===== src/rtl/shift_pipeline_elastic_pkg.sv =====
// shift_pipeline_elastic_pkg
// Shared types and helpers for the elastic shift pipeline.
//   mode_e        : entry transform selector carried with each beat
//   DEF_XOR_KEY   : default XOR key (8 bits, zero-extended to WIDTH by users)
//   DEF_AND_MASK  : default AND mask (8 bits, zero-extended to WIDTH by users)
//   XFORM_MAX_W   : widest data path the transform helper supports
//   xform()       : bitwise entry transform
package shift_pipeline_elastic_pkg;

   typedef enum logic [1:0] {
      MODE_PASS    = 2'b00,
      MODE_XOR     = 2'b01,
      MODE_AND     = 2'b10,
      MODE_XOR_AND = 2'b11
   } mode_e;

   localparam logic [7:0] DEF_XOR_KEY  = 8'hAA;
   localparam logic [7:0] DEF_AND_MASK = 8'hF0;

   // Package functions cannot take a width parameter, so the transform runs
   // on a fixed wide vector and callers size in and out with casts.
   localparam int XFORM_MAX_W = 64;

   function automatic logic [XFORM_MAX_W-1:0] xform(
      input logic [XFORM_MAX_W-1:0] d,
      input mode_e                  m,
      input logic [XFORM_MAX_W-1:0] key,
      input logic [XFORM_MAX_W-1:0] mask
   );
      logic [XFORM_MAX_W-1:0] r;
      case (m)
         MODE_XOR:     r = d ^ key;
         MODE_AND:     r = d & mask;
         MODE_XOR_AND: r = (d ^ key) & mask;
         default:      r = d;
      endcase
      return r;
   endfunction

endpackage


===== src/rtl/shift_pipeline_elastic_if.sv =====
// shift_pipeline_elastic_if
// Streaming bus around the elastic pipeline: upstream valid/ready/mode/data,
// downstream valid/ready/data and the occupancy count.
//   master : source + consumer side (drives in_valid, mode, data_in, out_ready)
//   slave  : the pipeline (drives in_ready, out_valid, data_out, count)
interface shift_pipeline_elastic_if #(
   parameter int WIDTH = 8,
   parameter int DEPTH = 4
);
   localparam int CW = $clog2(DEPTH + 1);

   logic             in_valid;
   logic             in_ready;
   logic [1:0]       mode;
   logic [WIDTH-1:0] data_in;
   logic             out_valid;
   logic             out_ready;
   logic [WIDTH-1:0] data_out;
   logic [CW-1:0]    count;

   modport master (
      output in_valid, mode, data_in, out_ready,
      input  in_ready, out_valid, data_out, count
   );

   modport slave (
      input  in_valid, mode, data_in, out_ready,
      output in_ready, out_valid, data_out, count
   );
endinterface


===== src/rtl/shift_pipeline_elastic_stage.sv =====
// pipe_stage_elastic
// One valid/data register stage with an upstream/downstream handshake.
//   clk, reset, flush : clock, sync active-high reset, sync clear
//   up_valid/up_data  : beat offered by the previous stage (or entry)
//   up_ready          : this stage loads on this edge
//   dn_valid/dn_data  : registered beat held by this stage
//   dn_ready          : next stage (or consumer) takes the beat
module pipe_stage_elastic
   import shift_pipeline_elastic_pkg::*;
#(
   parameter int WIDTH = 8
) (
   input  logic             clk,
   input  logic             reset,
   input  logic             flush,
   input  logic             up_valid,
   input  logic [WIDTH-1:0] up_data,
   output logic             up_ready,
   output logic             dn_valid,
   output logic [WIDTH-1:0] dn_data,
   input  logic             dn_ready
);

   logic             vld_q;
   logic [WIDTH-1:0] dat_q;

   // Load when empty or when the held beat leaves this edge; an empty stage
   // in front collapses as a bubble.
   assign up_ready = !vld_q || dn_ready;

   always_ff @(posedge clk) begin
      if (reset || flush) begin
         vld_q <= 1'b0;
         dat_q <= '0;
      end else if (up_ready) begin
         vld_q <= up_valid;
         // Data only moves with a real beat so an empty pipe keeps showing
         // the last delivered value.
         if (up_valid)
            dat_q <= up_data;
      end
   end

   assign dn_valid = vld_q;
   assign dn_data  = dat_q;

endmodule


===== src/rtl/shift_pipeline_elastic.sv =====
// shift_pipeline_elastic
// Entry transform (pass / XOR key / AND mask / XOR then AND) followed by
// DEPTH elastic register stages with valid/ready on both sides.
//   clk   : clock
//   reset : sync active-high reset, clears every stage and the count
//   flush : sync clear of all in-flight beats (lower priority than reset)
//   bus   : slave side of shift_pipeline_elastic_if (in/out handshakes,
//           mode, data, count)
// WIDTH must not exceed XFORM_MAX_W.
module shift_pipeline_elastic
   import shift_pipeline_elastic_pkg::*;
#(
   parameter int               WIDTH    = 8,
   parameter int               DEPTH    = 4,
   parameter logic [WIDTH-1:0] XOR_KEY  = WIDTH'(DEF_XOR_KEY),
   parameter logic [WIDTH-1:0] AND_MASK = WIDTH'(DEF_AND_MASK)
) (
   input  logic                     clk,
   input  logic                     reset,
   input  logic                     flush,
   shift_pipeline_elastic_if.slave  bus
);

   localparam int CW = $clog2(DEPTH + 1);

   // Element i is the link into stage i; element DEPTH is the output side.
   logic             lv [DEPTH+1];
   logic [WIDTH-1:0] ld [DEPTH+1];
   logic             lr [DEPTH+1];

   logic             acc;
   logic             dlv;
   logic [WIDTH-1:0] xd;
   logic [CW-1:0]    cnt_q;

   assign xd = WIDTH'(xform(XFORM_MAX_W'(bus.data_in), mode_e'(bus.mode),
                            XFORM_MAX_W'(XOR_KEY), XFORM_MAX_W'(AND_MASK)));

   // Ready ripples back combinationally from out_ready so a full pipe can
   // accept and deliver on the same edge.
   assign bus.in_ready = lr[0] && !reset && !flush;
   assign acc          = bus.in_valid && bus.in_ready;
   assign dlv          = lv[DEPTH] && bus.out_ready;

   assign lv[0]     = acc;
   assign ld[0]     = xd;
   assign lr[DEPTH] = bus.out_ready;

   for (genvar i = 0; i < DEPTH; i++) begin : g_stage
      pipe_stage_elastic #(.WIDTH(WIDTH)) u_stage (
         .clk      (clk),
         .reset    (reset),
         .flush    (flush),
         .up_valid (lv[i]),
         .up_data  (ld[i]),
         .up_ready (lr[i]),
         .dn_valid (lv[i+1]),
         .dn_data  (ld[i+1]),
         .dn_ready (lr[i+1])
      );
   end

   always_ff @(posedge clk) begin
      if (reset || flush) begin
         cnt_q <= '0;
      end else begin
         case ({acc, dlv})
            2'b10:   cnt_q <= cnt_q + CW'(1);
            2'b01:   cnt_q <= cnt_q - CW'(1);
            default: cnt_q <= cnt_q;
         endcase
      end
   end

   assign bus.out_valid = lv[DEPTH];
   assign bus.data_out  = ld[DEPTH];
   assign bus.count     = cnt_q;

endmodule


===== src/flat_wrapper.sv =====
// flat-port wrapper written by rule: the top's interface ports become plain ports
module shift_pipeline_elastic_flat import shift_pipeline_elastic_pkg::*;
#(
   parameter int               WIDTH    = 8,
   parameter int               DEPTH    = 4,
   parameter logic [WIDTH-1:0] XOR_KEY  = WIDTH'(DEF_XOR_KEY),
   parameter logic [WIDTH-1:0] AND_MASK = WIDTH'(DEF_AND_MASK)
)
  (clk, reset, flush, bus_in_valid, bus_mode, bus_data_in, bus_out_ready, bus_in_ready, bus_out_valid, bus_data_out, bus_count);
  shift_pipeline_elastic_if #(.WIDTH(WIDTH), .DEPTH(DEPTH)) bus_i ();
  input  logic clk;
  input  logic reset;
  input  logic flush;
  input wire logic [$bits(bus_i.in_valid)-1:0] bus_in_valid;
  input wire logic [$bits(bus_i.mode)-1:0] bus_mode;
  input wire logic [$bits(bus_i.data_in)-1:0] bus_data_in;
  input wire logic [$bits(bus_i.out_ready)-1:0] bus_out_ready;
  output wire logic [$bits(bus_i.in_ready)-1:0] bus_in_ready;
  output wire logic [$bits(bus_i.out_valid)-1:0] bus_out_valid;
  output wire logic [$bits(bus_i.data_out)-1:0] bus_data_out;
  output wire logic [$bits(bus_i.count)-1:0] bus_count;
  assign bus_i.in_valid = bus_in_valid;
  assign bus_i.mode = bus_mode;
  assign bus_i.data_in = bus_data_in;
  assign bus_i.out_ready = bus_out_ready;
  assign bus_in_ready = bus_i.in_ready;
  assign bus_out_valid = bus_i.out_valid;
  assign bus_data_out = bus_i.data_out;
  assign bus_count = bus_i.count;
  shift_pipeline_elastic #(.WIDTH(WIDTH), .DEPTH(DEPTH), .XOR_KEY(XOR_KEY), .AND_MASK(AND_MASK)) u_core (.clk(clk), .reset(reset), .flush(flush), .bus(bus_i));
endmodule

===== config.mk =====
export PLATFORM = sky130hd
export DESIGN_NAME = shift_pipeline_elastic_flat
export DESIGN_NICKNAME = d
export VERILOG_FILES = /design/src/rtl/shift_pipeline_elastic_pkg.sv /design/src/rtl/shift_pipeline_elastic_if.sv /design/src/rtl/shift_pipeline_elastic_stage.sv /design/src/rtl/shift_pipeline_elastic.sv /design/src/flat_wrapper.sv
export SDC_FILE = /design/constraint.sdc
export NUM_CORES = 1
export LEC_CHECK = 0
export ABC_AREA = 1
export CORE_MARGIN = 5
export CORE_UTILIZATION = 40
export CTS_CLUSTER_DIAMETER = 120
export DETAILED_ROUTE_END_ITERATION = 10
export PLACE_DENSITY = 0.66
export SYNTH_ARGS = -nofsm -noshare
export SYNTH_HDL_FRONTEND = slang
export SYNTH_SLANG_ARGS = --single-unit

===== constraint.sdc =====
create_clock -name clk -period 3.35 [get_ports clk]
set_input_delay 0.335 -clock clk [delete_from_list [all_inputs] [get_ports clk]]
set_output_delay 0.335 -clock clk [all_outputs]
set_load 0.01 [all_outputs]

* After elaboration in Yosys (flattened, before gate mapping)
Cells that the tools add are included.
Widths: inputs -> output; s select.
** Storage, ports and cells
- Register bits after elaboration :: 39
- Latch bits :: 0
- Bits in writable memories :: 0
- Memory bits (read-only) :: 0
- Bits of input ports :: 15
- Output and inout port bits :: 13
- Logic and storage cells :: 39
- Memories kept :: 0
** Cells by class
- Add/subtract/negate cells :: 2
- Multipliers :: 0
- Divide/modulo/power cells :: 0
- Magnitude comparators :: 0
- Equal/unequal tests :: 5
- Shifts and indexed selects :: 0
- Multiplexer cells :: 2
- Bitwise gates (word level) :: 1
- Reduce and logical (&&, ||, !) cells :: 20
** Operators with widths (number)
- $pmux 8 s3 :: 1
- $reduce_and 2->1 :: 4
- $eq 2x2->1 const B :: 3
- $logic_not 1->1 :: 6
- $pmux 3 s2 :: 1
- $logic_or 1x1->1 :: 5
- $eq 2x1->1 const B :: 2
- $logic_and 1x1->1 :: 4
- $not 4->4 :: 1
- $add 3x1->3 const B :: 1
- $sub 3x1->3 const B :: 1
- $reduce_bool 2->1 :: 1

* Logic depth before layout (Yosys ltp)
Gate-level depths: netlist of run 1.
- Depth after elaboration :: 10
- Mapped depth :: 11
- Gate-level depth less buffers :: 10

* By module
From an unflattened synthesis of run 1, not the netlist that was laid out.
** Unflattened totals
- Cell total of the unflattened synthesis :: 270
- Area total of the unflattened synthesis :: 1989.4 µm²
** By module, submodules not included
- pipe_stage_elastic :: instances 4, cells an instance 57, area an instance 430.4 µm², sequential area each 180.2 µm²
- shift_pipeline_elastic :: instances 1, cells an instance 42, area an instance 267.8 µm², sequential area each 60.1 µm²

* Least setup slack after synthesis of run 1
OpenSTA, ideal clock, no wires.
- Path kind :: input port to flip-flop
- Start point :: input reset
- End point :: register u_core.cnt_q[2], in the netlist u_core.bus.count[2]
- Library setup time :: 0.078 ns
- Data arrival time :: 1.743 ns
- Required time :: 3.272 ns
- Slack :: 1.529 ns
- Cell stages on the path :: 9
- Path buffers :: 1
- Cells stage by stage :: nor2_4 -> nand3_4 -> buf_6 -> ha_1 -> fa_1 -> nor2_1 -> nor2_1 -> and3_1 -> nor3_1
** On the way
- Cells in the longest elaborated chain, start to end :: 6
- Elaborated cells between the ends (all ways) :: 9
- Those cells by class :: 2 x eq/ne; 1 x mux; 6 x reduce/logical
** RTL lines
- start, declared :: line flat_wrapper.sv:12 : input logic reset;
- $logic_not 1->1 :: line shift_pipeline_elastic.sv:41 : assign bus.in_ready = lr[0] && !reset && !flush;
- $logic_and 1x1->1 (2 in series) :: line shift_pipeline_elastic.sv:41
- $logic_and 1x1->1 :: line shift_pipeline_elastic.sv:42 : assign acc = bus.in_valid && bus.in_ready;
- $eq 2x1->1 or $eq 2x2->1 (tied branches) :: line shift_pipeline_elastic.sv:67 : case ({acc, dlv})
- $pmux 3 s2 or $reduce_bool 2->1 (tied branches)
- end signal, assigned :: line shift_pipeline_elastic.sv:68 : 2'b10: cnt_q <= cnt_q + CW'(1);
- end signal, assigned :: line shift_pipeline_elastic.sv:69 : 2'b01: cnt_q <= cnt_q - CW'(1);
- end signal, assigned :: line shift_pipeline_elastic.sv:70 : default: cnt_q <= cnt_q;
- end, declared :: line shift_pipeline_elastic.sv:34 : logic [CW-1:0] cnt_q;
Several ways; a longest one is shown, not always the timed one.
A chain may end at the register's enable or synchronous reset.

* Final worst setup path of run 1
- Start point :: input reset
- End point :: output bus_in_ready
** On the way
- Cells in the longest elaborated chain, start to end :: 3
** RTL lines
- $logic_not 1->1 :: line shift_pipeline_elastic.sv:41
- $logic_and 1x1->1 (2 in series) :: line shift_pipeline_elastic.sv:41
- end, declared :: line flat_wrapper.sv:18 : output wire logic [$bits(bus_i.in_ready)-1:0] bus_in_ready;
No other way between the ends.

==> results_dict.tcl, run 1 <==
set metrics [dict create \
    synth.top_cell.area_share_pct 51.2 \
    setup_tns_ns 0 \
    cts_buffers 5 \
    die_h_um 71.7 \
    yosys_warnings 0 \
    diodes 0 \
    via_count 1217 \
    drc_errors 0 \
    clock_path_buffers 2 \
    die_x_um 71.7 \
    final_area_um2 1970 \
    power-per-cell-area_nw_per_um2 497 \
    worstSetupEndpointType "output port" \
    cts-root-buf "clkbuf_8" \
    crit_arrival_ns 1.83 \
    wirelength_um 2580 \
    place_area_um2 1840 \
    grt_overflow 0 \
    avgViaCountPerCell 4.46 \
    reg2reg_to "u_core.bus.count[2]$_SDFFE_PP0P_" \
    synthesis.area_per_instance_um2 7.90 \
    start_kind "input port" \
    grt_pass1_wl_um 4550 \
    gp_congestion 0.682 \
    worstPathRequired_ns 3.01 \
    clk_pin_slew_worst_paths_ns 0.07 \
    antenna_left 0 \
    rr_worst_depth 10 \
    drv_cap 0 \
    cts_resized 0 \
    finalMaxSlewViolations 0 \
    min-delay-path-class "reg2reg" \
    grt_max_degree 34 \
    post-cts-setup-buffer-count 0 \
    wl_per_cell_um 9.47 \
    status "completed" \
    grtUsageTotal_pct 11.2 \
    synthDistinctLibCells 23 \
    rr_startpoint "u_core.g_stage[3].u_stage.dn_valid$_SDFFE_PP0P_" \
    r2r_slack_ns 1.48 \
    antenna_found_initial 0 \
    crit_end "bus_in_ready" \
    worstSetupPathType "in2out" \
    grt_setup_unrepaired "no" \
    grt_pass1_vias 1102 \
    drtPass1Iterations 2 \
    syn_to_final_growth_pct 29.2 \
    peakVddDrop_mv 0.171 \
    p_leak_nw 0.773 \
    fin_crit_sh_pct 64.7 \
    dieArea_um2 5140 \
    worst_pin_slew_ns 0.271 \
    finalNetCount 241 \
    cts_tree "yes" \
    synth_fp_nets 210 \
    slew_headroom_pct 81.9 \
    synth_seq_cells 39 \
    insertion_delay_ns 0.29 \
    synth_area_um2 1520 \
    crit_path_start "reset" \
    io_pins 28 \
    port-buffer-count 27 \
    dp_hpwl_um 1930 \
    num_rows 22 \
    period_needed_ns 2.17 \
    yosys.area.top_type "dfxtp_1" \
    synth_area_leaders "dfxtp_1, nor2_1, o21ai_0" \
    netlist_instances 193 \
    fmax_mhz 462 \
    ctsHoldBuffers 0 \
    htreeDepth 2 \
    setup_viol 0 \
    cts_sinks 39 \
    initial_core_util_pct 41.3 \
    drt_iter0_markers 52 \
    ys_seq_area_share_pct 51.2 \
    finalClockSkew_ns 0.00584 \
    drive_gt1_share_pct 8.89 \
    core_um2 3690 \
    cp_max_fo 7 \
    hold_viol 0 \
]
layout make-up:
type                            count  area, um^2
Clock buffer                        6        72.6
Clock inverter                      2        60.1
Fill cell                         401        1720
Inverter                           15        56.3
Multi-Input combinational cell    135         662
Sequential cell                    39         781
Tap cell                           48        60.1
Timing Repair Buffer               28         278
logic make-up (layout without fill, tap and decap cells):
group,Yosys count,after routing,share of synthesized area [%]
simple gates,94,94,28.0
flops,39,39,51.2
compound gates,37,37,12.2
buf+inv,19,51,5.34
fa+ha+maj,2,2,2.13
xor+xnor,2,2,1.15
registers in the layout, indices dropped and copies added, names as in the netlist:
register / flops
u_core.bus.count: 3
u_core.g_stage.u_stage.dn_valid: 4
u_core.g_stage.u_stage.dn_data: 32
synthesized netlist by cell type:
master,number
a21oi_1,7
and3_1,1
buf_2,2
buf_6,1
clkbuf_1,1
dfxtp_1,39
fa_1,1
ha_1,1
inv_1,12
inv_2,3
nand2_1,20
nand2_2,3
nand3_1,7
nand3_4,1
nand4_1,1
nand4_4,1
nor2_1,55
nor2_2,2
nor2_4,2
nor3_1,1
o21ai_0,30
xnor2_1,1
xor2_1,1
power breakdown:
| part | switching, mW | total, mW | internal [mW] |
|---|---|---|---|
| logic | 0.0273 | 0.0549 | 0.0275 |
| clock network | 0.155 | 0.452 | 0.298 |
| registers | 0.00281 | 0.471 | 0.468 |
metrics by stage:
step / setup slack, ns / instances / utilization (%) / total power, mW / hold slack, ns
floorplan: 1.53 / 193 / - / 0.511 / 0.444
global placement: 1.03 / 265 / 49.8 / 0.537 / 0.456
detailed placement: 0.984 / 265 / 49.8 / 0.538 / 0.466
CTS: 1.18 / 273 / 53.4 / 0.995 / 0.480
global route: 1.06 / 273 / 53.4 / 1.02 / 0.503
finish: 1.18 / 273 / 53.4 / 0.978 / 0.475
worst min-delay path by stage:
stage                                                      startpoint                                           endpoint  cells past startpoint
floorplan           u_core.g_stage[0].u_stage.dn_data[4]$_SDFFE_PP0P_  u_core.g_stage[0].u_stage.dn_data[4]$_SDFFE_PP0P_                      2
global placement    u_core.g_stage[1].u_stage.dn_data[5]$_SDFFE_PP0P_  u_core.g_stage[1].u_stage.dn_data[5]$_SDFFE_PP0P_                      2
detailed placement  u_core.g_stage[1].u_stage.dn_data[5]$_SDFFE_PP0P_  u_core.g_stage[1].u_stage.dn_data[5]$_SDFFE_PP0P_                      2
CTS                 u_core.g_stage[0].u_stage.dn_data[6]$_SDFFE_PP0P_  u_core.g_stage[0].u_stage.dn_data[6]$_SDFFE_PP0P_                      2
global route        u_core.g_stage[3].u_stage.dn_data[4]$_SDFFE_PP0P_  u_core.g_stage[3].u_stage.dn_data[4]$_SDFFE_PP0P_                      2
finish              u_core.g_stage[0].u_stage.dn_data[6]$_SDFFE_PP0P_  u_core.g_stage[0].u_stage.dn_data[6]$_SDFFE_PP0P_                      2
routing by layer:
metal / vias up / track usage, % / part of all wire [%]
met5: - / 0 / 0
met4: 0 / 7.52 / 2.8
met1: 506 / 12.8 / 46
li1: 675 / - / -
met3: 7 / 3.23 / 6.7
met2: 29 / 17.9 / 44
worst max-delay path, stage by stage:
cell	delay, ns
clkdlybuf4s50_1	0.44
nor2_4	0.18
inv_2	0.10
nor2_1	0.20
clkdlybuf4s50_1	0.58
layout by cell type, fill, tap and decap left out, drive strengths merged:
cell type	count
nand3	8
nand2	23
buf	1
a21oi	7
clkbuf	6
bufinv	2
ha	1
dfxtp	39
nand4	2
o21ai	30
and3	1
clkdlybuf4s50	27
nor2	59
inv	15
fa	1
xnor2	1
nor3	1
xor2	1
(Power assumes the default switching activity.)
==> run 2: changes to the inputs <==
- PLACE_DENSITY: 0.66 -> 0.68
- clock period: 3.35 -> 1.8 ns (I/O delays scaled with it)
==> run 2 against run 1 <==
Power grew 54%. First-iteration DRC count shrank 21%. Routed wire length grew 2.0%. Via count grew 1.7%. Clock skew shrank 0.0042 ns. Register-to-register slack lost 1.3 ns. Clock-buffer cell count is the same. Worst setup slack lost 1.0 ns. Die area is the same. Sequential power grew 86%. Critical path depth grew 5. Largest power group unchanged.
==> results_dict.tcl, run 2 (same netlist as run 1, synthesis figures left out) <==
set metrics [dict create \
    final_common_cell "nor2_1" \
    core_um2 3690 \
    p_int_mw 1.19 \
    gp_congestion 0.729 \
    diodes 0 \
    worstPathCellList "inv_2 -> nor2_4 -> nand4_4 -> nand3_4 -> ha_2 -> fa_1 -> nor2_1 -> nor2_1 -> and3_1 -> nor3_1" \
    crit_family "simple AND/OR/NAND/NOR gates" \
    die_h_um 71.7 \
    clock_path_buffers 2 \
    syn_to_final_growth_pct 29.5 \
    grt_setup_unrepaired "no" \
    fin_crit_sh_pct 90.7 \
    whs_ns 0.382 \
    largest_reg_flops 32 \
    grt_pass1_wl_um 4660 \
    peakVddDrop_mv 0.329 \
    p_switching_uw 322 \
    worstPathRequired_ns 2.01 \
    seq_power_share_pct 58.2 \
    finalNetCount 249 \
    start_kind "flip-flop" \
    num_rows 22 \
    clkPwrFrac_pct 34.6 \
    antenna_left 0 \
    drt_iter0_markers 41 \
    grt_pass1_vias 1100 \
    most-common-layout-cells "nor2_1, dfxtp_1, o21ai_0" \
    port-buffer-count 27 \
    insertion_delay_ns 0.28 \
    wirelength_um 2640 \
    slew_headroom_pct 81.3 \
    p_sw_share_pct 21.3 \
    hold_viol 0 \
    grtUsageTotal_pct 11.7 \
    crit_path_frequent_cell "nor2_1" \
    utilization_pct 53.5 \
    crit_slowest_cell "fa_1" \
    fmax_mhz 612 \
    clk_pin_slew_worst_paths_ns 0.07 \
    io_pins 28 \
    drtPass1Iterations 4 \
    cts_sinks 39 \
    period_needed_ns 1.63 \
    cts_buffers 5 \
    worst_pin_slew_ns 0.281 \
    cts_tree "yes" \
    die_x_um 71.7 \
    worstSetupPathType "reg2reg" \
    power-per-cell-area_nw_per_um2 765 \
    crit_arrival_ns 1.84 \
    crit_buf_inv 1 \
    status "completed" \
    avgViaCountPerCell 4.44 \
    cts-root-buf "clkbuf_8" \
    drv_cap 0 \
    initial_core_util_pct 41.3 \
    cp_max_fo 3 \
    via_count 1238 \
    drive_gt1_share_pct 11.7 \
    grt_max_degree 35 \
    dieArea_um2 5140 \
    setup_viol 0 \
    htreeDepth 2 \
    setup_tns_ns 0 \
    worstSetupEndpointType "flip-flop" \
    min-delay-path-class "in2reg" \
    wl_per_cell_um 9.45 \
    grt_overflow 0 \
    total_power_mw 1.51 \
    finalMaxSlewViolations 0 \
    antenna_found_initial 0 \
    drc_errors 0 \
    comb_power_share_pct 7.2 \
    finalClockSkew_ns 0.00163 \
    critPathMaxStageDelay_ns 0.37 \
    p_leak_nw 0.794 \
    dp_hpwl_um 1960 \
]
==> run 2: worst reg2reg max path, stage by stage, from the launching register on <==
cell	delay, ns
dfxtp_1	0.33
inv_2	0.07
nor2_4	0.04
nand4_4	0.07
nand3_4	0.07
ha_2	0.20
fa_1	0.37
nor2_1	0.10
nor2_1	0.06
and3_1	0.14
nor3_1	0.12
==> run 2: cell type report <==
type | instances | area, um^2
fillers | 381 | 1720
flip-flops and latches | 39 | 781
multi-input cells | 135 | 664
repair buffers | 36 | 339
clock buffers | 6 | 72.6
well taps | 48 | 60.1
inverters | 15 | 56.3
==> run 2: per-layer routing <==
layer	up-vias	global-route usage (%)	share of wire, %	wire [um]
met5	-	0	0	0
met3	8	3.79	6.1	162
li1	689	-	-	-
met1	510	13.9	47	1250
met2	31	18.0	43	1140
met4	0	7.52	3.0	78
==> run 2: stage by stage <==
stage               area, um^2  setup slack, ns  instances
detailed placement        1900           -0.175        273
CTS                       1970            0.120        279
finish                    1970            0.167        279
floorplan                 1530           0.0362        193
global route              1970           0.0191        279
global placement          1900           -0.144        273
==> run 2: repair_timing <==
action,CTS,global route
setup buffers,0,0
hold buffers,0,0
resized for setup,1,1
setup endpoints to repair,1,1
==> run 2: worst paths after layout <==
check / start / depth (start not counted) / slack, ns / endpoint
max: u_core.g_stage[3].u_stage.dn_valid$_SDFFE_PP0P_ / 10 / 0.17 / u_core.bus.count[2]$_SDFFE_PP0P_
min: bus_out_ready / 5 / 0.38 / u_core.g_stage[0].u_stage.dn_valid$_SDFFE_PP0P_
max reg2reg: u_core.g_stage[3].u_stage.dn_valid$_SDFFE_PP0P_ / 10 / 0.17 / u_core.bus.count[2]$_SDFFE_PP0P_
min reg2reg: u_core.g_stage[0].u_stage.dn_data[6]$_SDFFE_PP0P_ / 2 / 0.47 / u_core.g_stage[0].u_stage.dn_data[6]$_SDFFE_PP0P_
==> run 2: power groups by stage <==
stage	registers, mW	logic, mW	clock network, mW
after detailed placement	0.897	0.111	0
after floorplan	0.896	0.0555	0
after global placement	0.896	0.111	0
after CTS	0.877	0.111	0.544
after global routing	0.878	0.123	0.578
final	0.877	0.109	0.522
